### src/rtl/seq_divider.sv
// seq_divider: multi-cycle unsigned restoring divider producing one quotient bit per clock
module seq_divider #(
    parameter int Width = 4
) (
    input  logic             clk,
    input  logic             rst_n,
    input  logic             start,
    input  logic [Width-1:0] dividend,
    input  logic [Width-1:0] divisor,
    output logic             busy,
    output logic             done,
    output logic [Width-1:0] quotient,
    output logic [Width-1:0] remainder,
    output logic             div_by_zero
);
    localparam int CW = $clog2(Width + 1);
    typedef enum logic [1:0] {IDLE, CALC, DONE} state_t;
    state_t state_q, state_d;
    logic [Width-1:0] q_q, q_d, r_q, r_d, d_q, d_d, quot_q, quot_d, rem_q, rem_d;
    logic [CW-1:0] cnt_q, cnt_d;
    logic dbz_q, dbz_d;
    logic [Width:0] s, t;
    logic nb;
    always_comb begin
        s = {r_q, q_q[Width-1]};
        // partial remainder stays below D, so t[Width] is the sign of S - D
        t = s + ~{1'b0, d_q} + {{Width{1'b0}}, 1'b1};
        nb = ~t[Width];
        state_d = state_q;
        q_d = q_q;
        r_d = r_q;
        d_d = d_q;
        cnt_d = cnt_q;
        quot_d = quot_q;
        rem_d = rem_q;
        dbz_d = dbz_q;
        case (state_q)
            IDLE: begin
                if (start && divisor == '0) begin
                    quot_d = '1;
                    rem_d = dividend;
                    dbz_d = 1'b1;
                    state_d = DONE;
                end else if (start) begin
                    q_d = dividend;
                    r_d = '0;
                    d_d = divisor;
                    cnt_d = CW'(Width);
                    state_d = CALC;
                end
            end
            CALC: begin
                q_d = {q_q[Width-2:0], nb};
                r_d = nb ? t[Width-1:0] : s[Width-1:0];
                cnt_d = cnt_q - CW'(1);
                if (cnt_q == CW'(1)) begin
                    quot_d = q_d;
                    rem_d = r_d;
                    dbz_d = 1'b0;
                    state_d = DONE;
                end
            end
            default: state_d = IDLE;
        endcase
    end
    always_ff @(posedge clk or negedge rst_n) begin
        if (!rst_n) begin
            state_q <= IDLE;
            q_q <= '0;
            r_q <= '0;
            d_q <= '0;
            cnt_q <= '0;
            quot_q <= '0;
            rem_q <= '0;
            dbz_q <= 1'b0;
        end else begin
            state_q <= state_d;
            q_q <= q_d;
            r_q <= r_d;
            d_q <= d_d;
            cnt_q <= cnt_d;
            quot_q <= quot_d;
            rem_q <= rem_d;
            dbz_q <= dbz_d;
        end
    end
    assign busy = (state_q == CALC);
    assign done = (state_q == DONE);
    assign quotient = quot_q;
    assign remainder = rem_q;
    assign div_by_zero = dbz_q;
endmodule

### config.mk
export PLATFORM = sky130hd
export DESIGN_NAME = seq_divider
export DESIGN_NICKNAME = d
export VERILOG_FILES = /design/src/rtl/seq_divider.sv
export SDC_FILE = /design/constraint.sdc
export NUM_CORES = 1
export LEC_CHECK = 0
export CAP_MARGIN = 20
export CORE_UTILIZATION = 40
export CTS_BUF_LIST = sky130_fd_sc_hd__clkbuf_4 sky130_fd_sc_hd__clkbuf_8
export CTS_CLUSTER_DIAMETER = 80
export DETAILED_ROUTE_END_ITERATION = 6
export SLEW_MARGIN = 40
export SYNTH_ARGS = -nofsm -noshare
export SYNTH_HDL_FRONTEND = slang
export SYNTH_SLANG_ARGS = --single-unit
### constraint.sdc
create_clock -name clk -period 2.9 [get_ports clk]
set_clock_uncertainty 0.15 [all_clocks]
set_input_delay 0.58 -clock clk [delete_from_list [all_inputs] [get_ports clk]]
set_output_delay 0.58 -clock clk [all_outputs]
set_load 0.03 [all_outputs]
# Yosys cells after proc, flatten, opt, wreduce, memory -nomap -nowiden
# Index checks and enable logic that the tools add are counted.
totals:
  regBits: 26
  input_bits: 11
  output_inout_bits: 11
  elab_cells: 53
op_classes:
  n_addsub: 3
  n_eq_ne: 8
  muxes: 23
  n_bitwise: 3
  reduce_logical: 8
ops:
  columns: ["operator", "n"]
  rows:
  - ["$mux 4", 9]
  - ["$pmux 4 s2", 4]
  - ["$reduce_and 3->1", 3]
  - ["$mux 2", 3]
  - ["$mux 3", 2]
  - ["$ne 2x2->1 const B", 3]
  - ["$pmux 3 s2", 1]
  - ["$add 5x1->5 const B", 1]
  - ["$add 5x5->5", 1]
  - ["$not 4->5", 1]
  - ["$logic_not 4->1", 1]
  - ["$pmux 2 s2", 1]
  - ["$eq 3x1->1 const B", 1]
  - ["$ne 3x3->1 const B", 1]
  - ["$sub 3x1->3 const B", 1]
  - ["$eq 2x1->1 const B", 1]
  - ["$eq 2x2->1 const B", 1]
  - ["$logic_not 2->1", 1]
  - ["$mux 1", 2]
  - ["$ne 2x1->1 const B", 1]
  - ["$not 1->1", 2]
  - ["$pmux 1 s2", 1]
  - ["$reduce_and 2->1", 1]
  - ["$reduce_bool 2->1", 1]
  - ["$logic_and 1x1->1", 1]

# Longest topological paths before layout
# Gate-level depths: netlist (run 1).
depth:
  depth_word: 6
  depth_mapped: 8
  depth_no_buf: 8

# Worst setup path after synthesis (run 1)
# Ideal clock, no wire load.
synth_timing:
  kind: "register to register"
  from: "reg q_q[3]"
  to: "reg r_q[2]"
  setup_ns: 0.129
  arrival_ns: 1.935
  required_time_ns: 2.621
  setup_slack_ns: 0.686
  stages_incl_launch_ff: 8
  period_less_slack_ns: 2.214
  path_cell_list: "dfrtp_1 inv_1 ha_1 fa_1 nand2b_1 a21oi_2 mux2i_1 a2111o_1"
synth_via:
  elab_chain_len: 4
synth_lines:
  columns: ["item", "line_no", "rtl"]
  rows:
  - ["start: declaration", "19", "logic [Width-1:0] q_q, q_d, r_q, r_d, d_q, d_d, quot_q, quot_d, rem_q, rem_d;"]
  - ["start signal: assignment", "78", "q_q <= q_d;"]
  - ["$add 5x5->5", "27", "t = s + ~{1'b0, d_q} + {{Width{1'b0}}, 1'b1};"]
  - ["$add 5x1->5", "27", null]
  - ["$mux 4", "54", "r_d = nb ? t[Width-1:0] : s[Width-1:0];"]
  - ["$pmux 4 s2", "37", "case (state_q)"]
  - ["end signal: assignment", "79", "r_q <= r_d;"]
  - ["end: declaration", "19", null]
# Every way passes these cells.
# A chain may end at the register's enable or synchronous reset.

# Worst setup path in the final report (run 1)
layout_timing:
  from: "reg state_q[1]"
  to: "out busy"
layout_via:
  elab_chain_len: 1
layout_lines:
  columns: ["item", "line_no", "rtl"]
  rows:
  - ["start: declaration", "18", "state_t state_q, state_d;"]
  - ["start signal: assignment", "77", "state_q <= state_d;"]
  - ["$eq 2x1->1", "87", "assign busy = (state_q == CALC);"]
  - ["end: declaration", "10", "output logic busy,"]
# Every way passes these cells.

==> impl_results.html, run 1 <==
<table>
<tr><th>Metric</th><th>Value</th></tr>
<tr><th colspan="2">Run status</th></tr>
<tr><td>Run status</td><td>completed</td></tr>
<tr><th colspan="2">Logic synthesis</th></tr>
<tr><td>Ys async rst share</td><td>between 90% and 100%</td></tr>
<tr><td>Yosys warns</td><td>0</td></tr>
<tr><td>Cell with the most instances after synthesis</td><td>sky130_fd_sc_hd__dfrtp_1</td></tr>
<tr><td>Portion of synthesized cell area occupied by the leading cell type</td><td>43.7%</td></tr>
<tr><td>Ranking of synthesized cells by instance count</td><td>sky130_fd_sc_hd__dfrtp_1, sky130_fd_sc_hd__nor2_1, sky130_fd_sc_hd__nand2_1</td></tr>
<tr><td>Top cells by area, synth</td><td>sky130_fd_sc_hd__dfrtp_1, sky130_fd_sc_hd__ha_1, sky130_fd_sc_hd__o21ai_0</td></tr>
<tr><td>EDFF count, synth</td><td>0</td></tr>
<tr><td>Avg Synthesized Cell Area</td><td>about 10 um^2</td></tr>
<tr><td>Number of synthesized register bits</td><td>26</td></tr>
<tr><td>Sequential cell area fraction in the yosys report</td><td>43.7%</td></tr>
<tr><td>Largest area contributor in the netlist</td><td>sky130_fd_sc_hd__dfrtp_1</td></tr>
<tr><td>Dominant synthesized flop cell</td><td>sky130_fd_sc_hd__dfrtp_1</td></tr>
<tr><td>Number of different library cells in the post-synthesis netlist</td><td>40</td></tr>
<tr><td>Synthesized netlist cell count</td><td>147</td></tr>
<tr><td>Post-Synthesis Net Count</td><td>165</td></tr>
<tr><td>Synth Cell Area</td><td>0.00149 mm^2</td></tr>
<tr><th colspan="2">Setup path</th></tr>
<tr><td>Startpoint class of the critical path</td><td>flop</td></tr>
<tr><td>Cell breakdown of the critical path</td><td>nand2b_1 &gt; inv_2 &gt; clkdlybuf4s50_1</td></tr>
<tr><td>Buf+Inv Stages, Crit Path</td><td>2</td></tr>
<tr><td>Arrival time at the worst endpoint</td><td>around 1.8 ns</td></tr>
<tr><td>Setup CP Type</td><td>reg2out</td></tr>
<tr><td>Largest fanout on the critical path</td><td>13</td></tr>
<tr><td>Type of destination of the critical path</td><td>output pin</td></tr>
<tr><td>CP max stage cell</td><td>sky130_fd_sc_hd__clkdlybuf4s50_1</td></tr>
<tr><td>Crit path largest cell delay</td><td>~0.7 ns</td></tr>
<tr><td>Required time worst endpoint</td><td>~2.2 ns</td></tr>
<tr><td>Delay-heaviest family, CP</td><td>buffers and inverters</td></tr>
<tr><th colspan="2">STA</th></tr>
<tr><td>Min cycle time layout</td><td>between 2 and 3 ns</td></tr>
<tr><td>Pins over their slew limit</td><td>0</td></tr>
<tr><td>Setup Total Neg Slack</td><td>0 ns</td></tr>
<tr><td>Worst Tran Pin Value</td><td>~0.5 ns</td></tr>
<tr><td>Fmax achieved</td><td>just under 0.4 GHz</td></tr>
<tr><td>Worst relative slew slack</td><td>between 60% and 70%</td></tr>
<tr><td>Unrepaired setup endpoints after global routing</td><td>no</td></tr>
<tr><td>Final Hold Violating Endpoints</td><td>0</td></tr>
<tr><td>Final count of negative-setup-slack endpoints</td><td>0</td></tr>
<tr><td>Share of the cycle needed by the critical path after routing</td><td>just under 90%</td></tr>
<tr><th colspan="2">Placement</th></tr>
<tr><td>Number of placed cells counting well taps</td><td>211</td></tr>
<tr><td>Dpl hpwl</td><td>roughly 2.3 mm</td></tr>
<tr><td>Placement Cell Area</td><td>about 0.0017 mm^2</td></tr>
<tr><td>Total of buffers placed on input and output ports</td><td>21</td></tr>
<tr><td>Gp weighted congestion</td><td>0.765</td></tr>
<tr><th colspan="2">CTS</th></tr>
<tr><td>Clock net sink count</td><td>26</td></tr>
<tr><td>Number of buffers inserted by post-CTS setup repair</td><td>0</td></tr>
<tr><td>CTS H-tree depth</td><td>1</td></tr>
<tr><td>Post-CTS resize count</td><td>0</td></tr>
<tr><td>Worst-skew pair later-pin latency</td><td>0.27 ns</td></tr>
<tr><td>CTS hold repair buffers</td><td>0</td></tr>
<tr><td>Clock tree from TritonCTS</td><td>done</td></tr>
<tr><td>Clock transition at the register clock pins on the worst setup and hold paths after CTS</td><td>around 0.1 ns</td></tr>
<tr><td>CTS Buf Count</td><td>3</td></tr>
<tr><td>Root buffer selected by CTS</td><td>sky130_fd_sc_hd__clkbuf_8</td></tr>
<tr><td>Maximum root-to-sink buffer count</td><td>2</td></tr>
<tr><th colspan="2">Final layout</th></tr>
<tr><td>Share of the core filled with cells in the final layout</td><td>about 52%</td></tr>
<tr><td>Layout cells sized above 1</td><td>between 10% and 20%</td></tr>
<tr><td>Final cell area excluding filler cells</td><td>about 0.0018 mm^2</td></tr>
<tr><td>Filler cells</td><td>just over 300</td></tr>
<tr><td>Number of nets in the finished design</td><td>188</td></tr>
<tr><td>Area used by sequential logic in the layout</td><td>651 um^2</td></tr>
<tr><td>Final std cells w/o fill</td><td>~220</td></tr>
<tr><td>Area of the multi-input gates</td><td>around 750 um^2</td></tr>
<tr><td>Ant diodes</td><td>0</td></tr>
<tr><td>Synthesis-to-layout area growth</td><td>20.4%</td></tr>
<tr><th colspan="2">Routing</th></tr>
<tr><td>Met2 wire length</td><td>approximately 1.4 mm</td></tr>
<tr><td>Final antenna-violating net count</td><td>0</td></tr>
<tr><td>Total via count in the routed design</td><td>1,130</td></tr>
<tr><td>DR DRC count</td><td>0</td></tr>
<tr><td>Violation count after the first detailed-route iteration</td><td>42</td></tr>
<tr><td>Met3 Routed Length</td><td>~130 um</td></tr>
<tr><td>Top layer used by detailed routing</td><td>met4</td></tr>
<tr><td>WL/cell</td><td>between 10 and 15 um</td></tr>
<tr><td>Routed WL</td><td>about 3.0 mm</td></tr>
<tr><td>Wl on met1</td><td>about 1.4 mm</td></tr>
<tr><td>Vias per Instance</td><td>about 5.3</td></tr>
<tr><td>Drt pass-1 iters</td><td>4</td></tr>
<tr><th colspan="2">Floorplan</th></tr>
<tr><td>Horizontal die dimension</td><td>63.0 um</td></tr>
<tr><td>Overall die area</td><td>between 0.003 and 0.004 mm^2</td></tr>
<tr><td>Initial Util</td><td>a little over two fifths</td></tr>
<tr><td>DIE HEIGHT</td><td>63.0 um</td></tr>
<tr><td># rows</td><td>21</td></tr>
<tr><td>Number of ports placed on the die boundary</td><td>22</td></tr>
<tr><td>Core area</td><td>0.00344 mm^2</td></tr>
<tr><th colspan="2">Global routing</th></tr>
<tr><td>Maximum number of pins on one net before global-route repair</td><td>27</td></tr>
<tr><td>Number of global-route vias before repair</td><td>1,112</td></tr>
<tr><td>Global-route wire length before repair</td><td>around 5.4 mm</td></tr>
<tr><td>Initial antenna violation count</td><td>0</td></tr>
<tr><td>Tot GR Track Use</td><td>17.4%</td></tr>
<tr><td>Remaining global-route overflow</td><td>0</td></tr>
<tr><th colspan="2">Pwr</th></tr>
<tr><td>Leakage dissipation</td><td>around 0.77 nW</td></tr>
<tr><td>Power per cell area</td><td>roughly 1300 mW/mm^2</td></tr>
<tr><td>Worst VDD drop</td><td>between 400 and 500 uV</td></tr>
<tr><th colspan="2">Min path</th></tr>
<tr><td>Hold WC Path Type</td><td>reg2reg</td></tr>
<tr><th colspan="2">Run</th></tr>
<tr><td># Max-Cap Violations</td><td>0</td></tr>
</table>
state kept, by name (all words and copies together), names as in the netlist:
register,count
remainder,4
quotient,4
cnt_q,3
state_q,2
q_q,4
d_q,4
div_by_zero,1
r_q,4
metrics by stage:
step	total power (W)	setup WS, ns	hold slack (ns)
CTS	0.00230	0.305	0.375
detailed placement	0.00198	0.300	0.353
floorplan	0.00166	0.686	0.134
finish	0.00228	0.328	0.364
global route	0.00248	0.236	0.408
global placement	0.00195	0.349	0.345
worst paths after layout:
path                                   startpoint                       end  slack [ns]  cells past startpoint
min in group asynchronous                   rst_n        d_q[2]$_DFFE_PN0P_        0.51                      2
hold / removal               cnt_q[1]$_DFFE_PN0P_      cnt_q[1]$_DFFE_PN0P_        0.36                      2
hold reg to reg              cnt_q[1]$_DFFE_PN0P_      cnt_q[1]$_DFFE_PN0P_        0.36                      2
setup reg to reg               q_q[3]$_DFFE_PN0P_  remainder[2]$_DFFE_PN0P_        0.42                      8
max in group asynchronous                   rst_n        d_q[3]$_DFFE_PN0P_        1.84                      2
setup / recovery           state_q[1]$_DFFE_PN0P_                      busy        0.33                      3
layout make-up:
| type | count | area share (%) |
|---|---|---|
| Multi-Input combinational cell | 107 | 42.0 |
| Sequential cell | 26 | 36.3 |
| Timing Repair Buffer | 23 | 12.6 |
| Tap cell | 46 | 3.21 |
| Clock buffer | 3 | 2.30 |
| Inverter | 9 | 1.89 |
| Clock inverter | 1 | 1.68 |
power by group:
part	internal (W)	switching, W
Clock	0.000185	0.000122
Combinational	0.000560	0.000728
Sequential	0.000537	0.000148
Total	0.00128	0.000997
worst reg2reg max path: stages, from the launching register on:
cell	delay, ns
sky130_fd_sc_hd__dfrtp_1	0.41
sky130_fd_sc_hd__inv_1	0.06
sky130_fd_sc_hd__ha_1	0.22
sky130_fd_sc_hd__fa_1	0.40
sky130_fd_sc_hd__nand2b_1	0.18
sky130_fd_sc_hd__a21oi_2	0.35
sky130_fd_sc_hd__nor2_1	0.14
sky130_fd_sc_hd__a2111oi_2	0.36
sky130_fd_sc_hd__a21oi_2	0.09
placed cells by master, fill, tap and decap left out, types with 5 or more instances in the layout:
cell / n
sky130_fd_sc_hd__nand2_1: 12
sky130_fd_sc_hd__inv_1: 8
sky130_fd_sc_hd__a21oi_1: 6
sky130_fd_sc_hd__nand2b_1: 7
sky130_fd_sc_hd__o21ai_0: 11
sky130_fd_sc_hd__dfrtp_1: 26
sky130_fd_sc_hd__nand3_1: 5
sky130_fd_sc_hd__nor2_1: 13
sky130_fd_sc_hd__a21oi_2: 6
sky130_fd_sc_hd__clkdlybuf4s50_1: 21
sky130_fd_sc_hd__ha_1: 6
logic make-up after synthesis:
kind of cell | Yosys count | synth area share [%]
XOR/XNOR | 3 | 1.77
AO/OA/AOI/OAI | 35 | 16.9
flip-flops | 26 | 43.7
buffers and inverters | 14 | 5.63
multiplexers | 6 | 4.46
adder cells (fa/ha/maj) | 7 | 6.39
AND/OR/NAND/NOR | 56 | 21.1
layer usage:
layer	track usage (%)	vias up
met5	0	-
met4	5.23	0
met3	3.47	4
met2	28.1	25
met1	23.2	548
li1	-	553
Power figures use the tool's default switching activity.
==> run 2, diff against run 1 <==
--- a/config.mk
+++ b/config.mk
@@ -5,7 +5,7 @@
 export SDC_FILE = /design/constraint.sdc
 export NUM_CORES = 1
 export LEC_CHECK = 0
-export CAP_MARGIN = 20
+export CORE_MARGIN = 2
 export CORE_UTILIZATION = 40
 export CTS_BUF_LIST = sky130_fd_sc_hd__clkbuf_4 sky130_fd_sc_hd__clkbuf_8
 export CTS_CLUSTER_DIAMETER = 80
==> run 2 against run 1 <==
First-iteration DRC count grew 9.5%. Sequential cell count is the same. Critical path type unchanged. Final cell count grew 1.4%. Via count grew 0.71%. Critical path depth is the same. Hold slack gained 0.012 ns.
==> impl_results.html, run 2 (synthesized netlist as in run 1, its figures left out) <==
<table>
<tr><th>Metric</th><th>Value</th></tr>
<tr><th colspan="2">Run status</th></tr>
<tr><td>Run status</td><td>completed</td></tr>
<tr><th colspan="2">CTS</th></tr>
<tr><td>Worst-skew pair later-pin latency</td><td>0.27 ns (about the same)</td></tr>
<tr><td>CTS Buf Count</td><td>3 (unchanged)</td></tr>
<tr><td>Maximum root-to-sink buffer count</td><td>2 (unchanged)</td></tr>
<tr><td>Number of buffers inserted by post-CTS setup repair</td><td>0 (unchanged)</td></tr>
<tr><td>CTS hold repair buffers</td><td>0 (unchanged)</td></tr>
<tr><td>Clock tree from TritonCTS</td><td>done</td></tr>
<tr><td>Clock transition at the register clock pins on the worst setup and hold paths after CTS</td><td>0.09 ns (about the same)</td></tr>
<tr><td>Root buffer selected by CTS</td><td>sky130_fd_sc_hd__clkbuf_8</td></tr>
<tr><td>CTS H-tree depth</td><td>1 (unchanged)</td></tr>
<tr><td>Clock net sink count</td><td>26 (unchanged)</td></tr>
<tr><td>Post-CTS resize count</td><td>0 (unchanged)</td></tr>
<tr><th colspan="2">STA</th></tr>
<tr><td>Setup Total Neg Slack</td><td>0 ns (unchanged)</td></tr>
<tr><td>Share of the cycle needed by the critical path after routing</td><td>89.2% (+0.52 points)</td></tr>
<tr><td>Fmax achieved</td><td>0.387 GHz (-0.58%)</td></tr>
<tr><td>Worst Tran Pin Value</td><td>0.470 ns (-0.0279 ns)</td></tr>
<tr><td>Unrepaired setup endpoints after global routing</td><td>no</td></tr>
<tr><td>Worst hold slack</td><td>0.377 ns (+0.0125 ns)</td></tr>
<tr><td>Pins over their slew limit</td><td>0 (unchanged)</td></tr>
<tr><td>Final count of negative-setup-slack endpoints</td><td>0 (unchanged)</td></tr>
<tr><td>Final Hold Violating Endpoints</td><td>0 (unchanged)</td></tr>
<tr><td>Min cycle time layout</td><td>2.59 ns (+0.0150 ns)</td></tr>
<tr><td>Worst relative slew slack</td><td>68.5% (+1.7 points)</td></tr>
<tr><th colspan="2">Placement</th></tr>
<tr><td>Gp weighted congestion</td><td>0.756 (-1.3%)</td></tr>
<tr><td>Placement Cell Area</td><td>0.00173 mm^2 (+0.58%)</td></tr>
<tr><td>Total of buffers placed on input and output ports</td><td>21 (unchanged)</td></tr>
<tr><td>Dpl hpwl</td><td>2.34 mm (+3.0%)</td></tr>
<tr><th colspan="2">Global routing</th></tr>
<tr><td>Initial antenna violation count</td><td>0 (unchanged)</td></tr>
<tr><td>Number of global-route vias before repair</td><td>1,171 (+5.3%)</td></tr>
<tr><td>Maximum number of pins on one net before global-route repair</td><td>27 (unchanged)</td></tr>
<tr><td>Global-route wire length before repair</td><td>5.55 mm (+2.7%)</td></tr>
<tr><td>Remaining global-route overflow</td><td>0 (unchanged)</td></tr>
<tr><td>Tot GR Track Use</td><td>17.2% (-0.15 points)</td></tr>
<tr><th colspan="2">Setup path</th></tr>
<tr><td>Arrival time at the worst endpoint</td><td>1.86 ns (+0.02 ns)</td></tr>
<tr><td>Required time worst endpoint</td><td>2.17 ns (about the same)</td></tr>
<tr><td>Startpoint class of the critical path</td><td>flop</td></tr>
<tr><td>Largest fanout on the critical path</td><td>13 (unchanged)</td></tr>
<tr><td>Cell breakdown of the critical path</td><td>nand2b_1 &gt; inv_2 &gt; clkdlybuf4s50_1</td></tr>
<tr><td>CP max stage cell</td><td>sky130_fd_sc_hd__clkdlybuf4s50_1</td></tr>
<tr><td>Type of destination of the critical path</td><td>output pin</td></tr>
<tr><td>Crit path largest cell delay</td><td>0.71 ns (about the same)</td></tr>
<tr><td>Setup CP Type</td><td>reg2out</td></tr>
<tr><th colspan="2">Final layout</th></tr>
<tr><td>Filler cells</td><td>349 (+13%)</td></tr>
<tr><td>Number of nets in the finished design</td><td>189 (+0.53%)</td></tr>
<tr><td>Synthesis-to-layout area growth</td><td>20.0%</td></tr>
<tr><td>Leading cell type in the layout, fill and taps excluded</td><td>sky130_fd_sc_hd__dfrtp_1</td></tr>
<tr><td>Layout cells sized above 1</td><td>15.3% (+0.50 points)</td></tr>
<tr><td>Share of the core filled with cells in the final layout</td><td>49.5% (-2.5 points)</td></tr>
<tr><td>Ant diodes</td><td>0 (unchanged)</td></tr>
<tr><td>Final cell area excluding filler cells</td><td>0.00179 mm^2 (-0.35%)</td></tr>
<tr><td>Leading cell types in the layout, fill and taps excluded</td><td>sky130_fd_sc_hd__dfrtp_1, sky130_fd_sc_hd__clkdlybuf4s50_1, sky130_fd_sc_hd__nor2_1, sky130_fd_sc_hd__nand2_1, sky130_fd_sc_hd__o21ai_0</td></tr>
<tr><th colspan="2">Routing</th></tr>
<tr><td>Routed WL</td><td>3.21 mm (+6.3%)</td></tr>
<tr><td>Final antenna-violating net count</td><td>0 (unchanged)</td></tr>
<tr><td>Total via count in the routed design</td><td>1,138 (+0.71%)</td></tr>
<tr><td>Vias per Instance</td><td>5.22 (-0.68%)</td></tr>
<tr><td>Violation count after the first detailed-route iteration</td><td>46 (+9.5%)</td></tr>
<tr><td>DR DRC count</td><td>0 (unchanged)</td></tr>
<tr><td>Drt pass-1 iters</td><td>4 (unchanged)</td></tr>
<tr><td>WL/cell</td><td>14.7 um (+4.8%)</td></tr>
<tr><th colspan="2">Floorplan</th></tr>
<tr><td>Horizontal die dimension</td><td>65.0 um (+3.2%)</td></tr>
<tr><td>Overall die area</td><td>0.00422 mm^2 (+6.5%)</td></tr>
<tr><td>Number of ports placed on the die boundary</td><td>22 (unchanged)</td></tr>
<tr><td>DIE HEIGHT</td><td>65.0 um (+3.2%)</td></tr>
<tr><td># rows</td><td>22 (+4.8%)</td></tr>
<tr><td>Core area</td><td>0.00361 mm^2 (+4.8%)</td></tr>
<tr><td>Initial Util</td><td>41.3% (-2.0 points)</td></tr>
<tr><th colspan="2">Min path</th></tr>
<tr><td>Hold WC Path Type</td><td>reg2reg</td></tr>
<tr><th colspan="2">Run</th></tr>
<tr><td># Max-Cap Violations</td><td>0 (unchanged)</td></tr>
<tr><th colspan="2">Pwr</th></tr>
<tr><td>Worst VDD drop</td><td>488 uV (+2.9%)</td></tr>
<tr><td>Leakage dissipation</td><td>0.765 nW (-0.20%)</td></tr>
<tr><td>Power per cell area</td><td>1250 mW/mm^2 (-1.6%)</td></tr>
</table>
run 2: layer usage:
layer | wire length (um) | GRT usage, % | vias to the layer above
li1 | - | - | 557
met1 | 1540 | 24.3 | 547
met2 | 1500 | 26.9 | 32
met3 | 150 | 2.78 | 2
met4 | 18 | 5.59 | 0
met5 | 0 | 0 | -
run 2: power by group:
group          switching [W]  leakage, nW  internal (W)
logic               0.000741        0.432      0.000565
clock network       0.000117       0.0288      0.000122
registers           0.000153        0.304      0.000537
total                0.00101        0.765       0.00122
run 2: path summary, 6_finish.rpt:
kind	from	end	slack, ns	cells after the start
setup / recovery	state_q[1]$_DFFE_PN0P_	busy	0.31	3
hold / removal	cnt_q[0]$_DFFE_PN0P_	cnt_q[0]$_DFFE_PN0P_	0.38	1
setup reg to reg	q_q[3]$_DFFE_PN0P_	remainder[2]$_DFFE_PN0P_	0.38	8
hold reg to reg	cnt_q[0]$_DFFE_PN0P_	cnt_q[0]$_DFFE_PN0P_	0.38	1
max in group asynchronous	rst_n	cnt_q[0]$_DFFE_PN0P_	1.81	2
min in group asynchronous	rst_n	r_q[1]$_DFFE_PN0P_	0.53	2
run 2: final cells by class:
cell class / count / area [um^2] / share of cell area [%]
clock buffers: 4 / 55.1 / 3.08
inverters: 9 / 33.8 / 1.89
multi-input cells: 107 / 753 / 42.2
flip-flops and latches: 26 / 651 / 36.4
well taps: 48 / 60.1 / 3.36
repair buffers: 24 / 233 / 13.0
run 2: worst max-delay path: cells and delay by family (launching register included):
| kind | cells | cell delay (ns) |
|---|---|---|
| buf+inv | 2 | 0.92 |
| flops | 1 | 0.46 |
| simple gates | 1 | 0.20 |
run 2: through the flow:
stage,power [W],instances,worst slack (ns)
global placement,0.00197,214,0.376
CTS,0.00225,218,0.296
floorplan,0.00166,147,0.686
global route,0.00245,218,0.124
detailed placement,0.00200,214,0.355
finish,0.00223,218,0.313
==> run 3, diff against run 2 <==
--- a/config.mk
+++ b/config.mk
@@ -10,6 +10,7 @@
 export CTS_BUF_LIST = sky130_fd_sc_hd__clkbuf_4 sky130_fd_sc_hd__clkbuf_8
 export CTS_CLUSTER_DIAMETER = 80
 export DETAILED_ROUTE_END_ITERATION = 6
+export GPL_TIMING_DRIVEN = 0
 export SLEW_MARGIN = 40
 export SYNTH_ARGS = -nofsm -noshare
 export SYNTH_HDL_FRONTEND = slang
==> constraint.sdc (replaced) <==
create_clock -name clk -period 3 [get_ports clk]
set_clock_uncertainty 0.15 [all_clocks]
set_input_delay 0.6 -clock clk [delete_from_list [all_inputs] [get_ports clk]]
set_output_delay 0.6 -clock clk [all_outputs]
set_load 0.03 [all_outputs]
==> run 3 against run 2 <==
Combinational power about the same. Critical path depth up 2. Sequential power down 6.1%. Critical path type unchanged. Count of clock-buffer cells in the layout down 1. Global-route usage down 1.0 points. Via count down 1.6%. First-iteration DRC count down 28%. Register-to-register slack better by 0.14 ns.
==> impl_results.html, run 3 (synthesized netlist as in run 1, its figures left out) <==
<table>
<tr><th>Metric</th><th>Value</th></tr>
<tr><th colspan="2">CTS</th></tr>
<tr><td>CTS Buf Count</td><td>3 (unchanged)</td></tr>
<tr><td>CTS H-tree depth</td><td>1 (unchanged)</td></tr>
<tr><td>Root buffer selected by CTS</td><td>sky130_fd_sc_hd__clkbuf_8</td></tr>
<tr><td>Post-CTS resize count</td><td>0 (unchanged)</td></tr>
<tr><td>CTS hold repair buffers</td><td>0 (unchanged)</td></tr>
<tr><td>Number of buffers inserted by post-CTS setup repair</td><td>0 (unchanged)</td></tr>
<tr><td>Clock transition at the register clock pins on the worst setup and hold paths after CTS</td><td>0.09 ns (about the same)</td></tr>
<tr><td>Worst-skew pair later-pin latency</td><td>0.27 ns (about the same)</td></tr>
<tr><td>Clock net sink count</td><td>26 (unchanged)</td></tr>
<tr><td>Clock tree from TritonCTS</td><td>done</td></tr>
<tr><td>Maximum root-to-sink buffer count</td><td>2 (unchanged)</td></tr>
<tr><th colspan="2">Final layout</th></tr>
<tr><td>Number of nets in the finished design</td><td>191 (+1.1%)</td></tr>
<tr><td>Synthesis-to-layout area growth</td><td>22.6%</td></tr>
<tr><td>Final std cells w/o fill</td><td>220 (+0.92%)</td></tr>
<tr><td>Leading cell types in the layout, fill and taps excluded</td><td>sky130_fd_sc_hd__dfrtp_1, sky130_fd_sc_hd__clkdlybuf4s50_1, sky130_fd_sc_hd__nor2_1, sky130_fd_sc_hd__nand2_1, sky130_fd_sc_hd__o21ai_0</td></tr>
<tr><td>Layout cells sized above 1</td><td>15.7% (+0.40 points)</td></tr>
<tr><td>Leading cell type in the layout, fill and taps excluded</td><td>sky130_fd_sc_hd__dfrtp_1</td></tr>
<tr><td>Share of the core filled with cells in the final layout</td><td>50.6% (+1.1 points)</td></tr>
<tr><td>Ant diodes</td><td>0 (unchanged)</td></tr>
<tr><th colspan="2">Global routing</th></tr>
<tr><td>Global-route wire length before repair</td><td>5.26 mm (-5.2%)</td></tr>
<tr><td>Initial antenna violation count</td><td>0 (unchanged)</td></tr>
<tr><td>Number of global-route vias before repair</td><td>1,134 (-3.2%)</td></tr>
<tr><td>Maximum number of pins on one net before global-route repair</td><td>27 (unchanged)</td></tr>
<tr><td>Remaining global-route overflow</td><td>0 (unchanged)</td></tr>
<tr><td>Tot GR Track Use</td><td>16.2% (-1.0 points)</td></tr>
<tr><th colspan="2">Setup path</th></tr>
<tr><td>Required time worst endpoint</td><td>2.25 ns (+0.08 ns)</td></tr>
<tr><td>Library cell appearing most often on the critical path</td><td>sky130_fd_sc_hd__buf_6</td></tr>
<tr><td>Setup CP Type</td><td>reg2out</td></tr>
<tr><td>Type of destination of the critical path</td><td>output pin</td></tr>
<tr><td>Largest fanout on the critical path</td><td>10 (-3)</td></tr>
<tr><td>Startpoint class of the critical path</td><td>flop</td></tr>
<tr><td>CP max stage cell</td><td>sky130_fd_sc_hd__clkdlybuf4s50_1</td></tr>
<tr><td>Arrival time at the worst endpoint</td><td>1.97 ns (+0.11 ns)</td></tr>
<tr><td>Cell breakdown of the critical path</td><td>nand2b_1 &gt; buf_6 &gt; inv_2 &gt; buf_6 &gt; clkdlybuf4s50_1</td></tr>
<tr><td>Crit path largest cell delay</td><td>0.67 ns (-0.04 ns)</td></tr>
<tr><th colspan="2">Placement</th></tr>
<tr><td>Number of placed cells counting well taps</td><td>216 (+0.93%)</td></tr>
<tr><td>Gp weighted congestion</td><td>0.777 (+2.9%)</td></tr>
<tr><td>Setup slack at placement</td><td>0.404 ns (+0.0483 ns)</td></tr>
<tr><td>Dpl hpwl</td><td>2.31 mm (-1.4%)</td></tr>
<tr><td>Total of buffers placed on input and output ports</td><td>21 (unchanged)</td></tr>
<tr><th colspan="2">Floorplan</th></tr>
<tr><td>Overall die area</td><td>0.00422 mm^2 (unchanged)</td></tr>
<tr><td>Core area</td><td>0.00361 mm^2 (unchanged)</td></tr>
<tr><td>DIE HEIGHT</td><td>65.0 um (unchanged)</td></tr>
<tr><td>Horizontal die dimension</td><td>65.0 um (unchanged)</td></tr>
<tr><td>Initial Util</td><td>41.3% (unchanged)</td></tr>
<tr><td># rows</td><td>22 (unchanged)</td></tr>
<tr><td>Number of ports placed on the die boundary</td><td>22 (unchanged)</td></tr>
<tr><th colspan="2">STA</th></tr>
<tr><td>Setup Total Neg Slack</td><td>0 ns (unchanged)</td></tr>
<tr><td>Share of the cycle needed by the critical path after routing</td><td>90.7%</td></tr>
<tr><td>Min cycle time layout</td><td>roughly 2.7 ns</td></tr>
<tr><td>Worst Tran Pin Value</td><td>0.583 ns (+0.114 ns)</td></tr>
<tr><td>Final count of negative-setup-slack endpoints</td><td>0 (unchanged)</td></tr>
<tr><td>Pins over their slew limit</td><td>0 (unchanged)</td></tr>
<tr><td>Unrepaired setup endpoints after global routing</td><td>no</td></tr>
<tr><td>Fmax achieved</td><td>around 0.37 GHz</td></tr>
<tr><td>Final Hold Violating Endpoints</td><td>0 (unchanged)</td></tr>
<tr><td>Worst relative slew slack</td><td>61.1% (-7.3 points)</td></tr>
<tr><td>Crit path setup slack, layout</td><td>0.280 ns (-0.0333 ns)</td></tr>
<tr><th colspan="2">Routing</th></tr>
<tr><td>DR DRC count</td><td>0 (unchanged)</td></tr>
<tr><td>Total via count in the routed design</td><td>1,120 (-1.6%)</td></tr>
<tr><td>Drt pass-1 iters</td><td>4 (unchanged)</td></tr>
<tr><td>Violation count after the first detailed-route iteration</td><td>33 (-28%)</td></tr>
<tr><td>Final antenna-violating net count</td><td>0 (unchanged)</td></tr>
<tr><td>Routed WL</td><td>3.08 mm (-3.9%)</td></tr>
<tr><td>Vias per Instance</td><td>5.09 (-2.5%)</td></tr>
<tr><td>WL/cell</td><td>14.0 um (-4.7%)</td></tr>
<tr><th colspan="2">Pwr</th></tr>
<tr><td>Overall Power</td><td>0.00225 W (+0.91%)</td></tr>
<tr><td>Worst VDD drop</td><td>667 uV (+37%)</td></tr>
<tr><td>Power per cell area</td><td>1240 mW/mm^2 (-1.2%)</td></tr>
<tr><td>Leakage dissipation</td><td>0.779 nW (+1.9%)</td></tr>
<tr><th colspan="2">Run status</th></tr>
<tr><td>Run status</td><td>completed</td></tr>
<tr><th colspan="2">Min path</th></tr>
<tr><td>Hold WC Path Type</td><td>in2async</td></tr>
<tr><th colspan="2">Run</th></tr>
<tr><td># Max-Cap Violations</td><td>0 (unchanged)</td></tr>
</table>
==> run 3: cell count changes in the layout (fill, tap and decap cells not counted), sizes merged <==
cell and change:
clkbuf +1, clkdlybuf4s50 -1, buf +1, bufinv +1
==> run 3: critical path, delay by kind of cell, from the launching register on <==
family / cells / cell delay (ns)
buffers and inverters: 4 / 1.04
AND/OR/NAND/NOR: 1 / 0.19
flip-flops: 1 / 0.46
==> run 3: final timing paths <==
| check | from | to | slack [ns] | cells after the start |
|---|---|---|---|---|
| worst max register to register | q_q[3]$_DFFE_PN0P_ | remainder[2]$_DFFE_PN0P_ | 0.52 | 8 |
| worst min-delay path | rst_n | remainder[0]$_DFFE_PN0P_ | 0.17 | 1 |
| max in group asynchronous | rst_n | div_by_zero$_DFFE_PN0P_ | 2.15 | 1 |
| min in group clk | cnt_q[1]$_DFFE_PN0P_ | cnt_q[1]$_DFFE_PN0P_ | 0.36 | 2 |
| worst max-delay path | state_q[1]$_DFFE_PN0P_ | busy | 0.28 | 5 |
| worst min register to register | cnt_q[1]$_DFFE_PN0P_ | cnt_q[1]$_DFFE_PN0P_ | 0.36 | 2 |
==> run 3: per-stage QoR <==
| step | instance area (um^2) | hold slack, ns |
|---|---|---|
| 2_1_floorplan | 1490 | 0.154 |
| 3_3_place_gp | 1760 | 0.338 |
| 3_5_place_dp | 1750 | 0.343 |
| 4_1_cts | 1820 | 0.186 |
| 5_1_grt | 1820 | 0.199 |
| 6_report | 1820 | 0.167 |
==> run 3: metal layers <==
metal | vias up | track usage [%] | share of wire (%)
li1 | 561 | - | -
met1 | 537 | 22.1 | 48
met2 | 18 | 26.2 | 48
met3 | 4 | 4.34 | 3.5
met4 | 0 | 2.66 | 0.52
met5 | - | 0 | 0
==> run 3: final cells by class <==
cell class | instances | area, um^2
Multi-Input combinational cell | 107 | 753
Buffer | 5 | 50.0
Clock inverter | 1 | 30.0
Tap cell | 48 | 60.1
Timing Repair Buffer | 21 | 205
Sequential cell | 26 | 651
Inverter | 9 | 33.8
Fill cell | 349 | 1780
Clock buffer | 3 | 41.3
==> run 3: report_power, final <==
part           switching, W  internal (W)
registers          0.000129      0.000519
clock network      0.000113      0.000179
logic              0.000735      0.000579
total              0.000977       0.00128
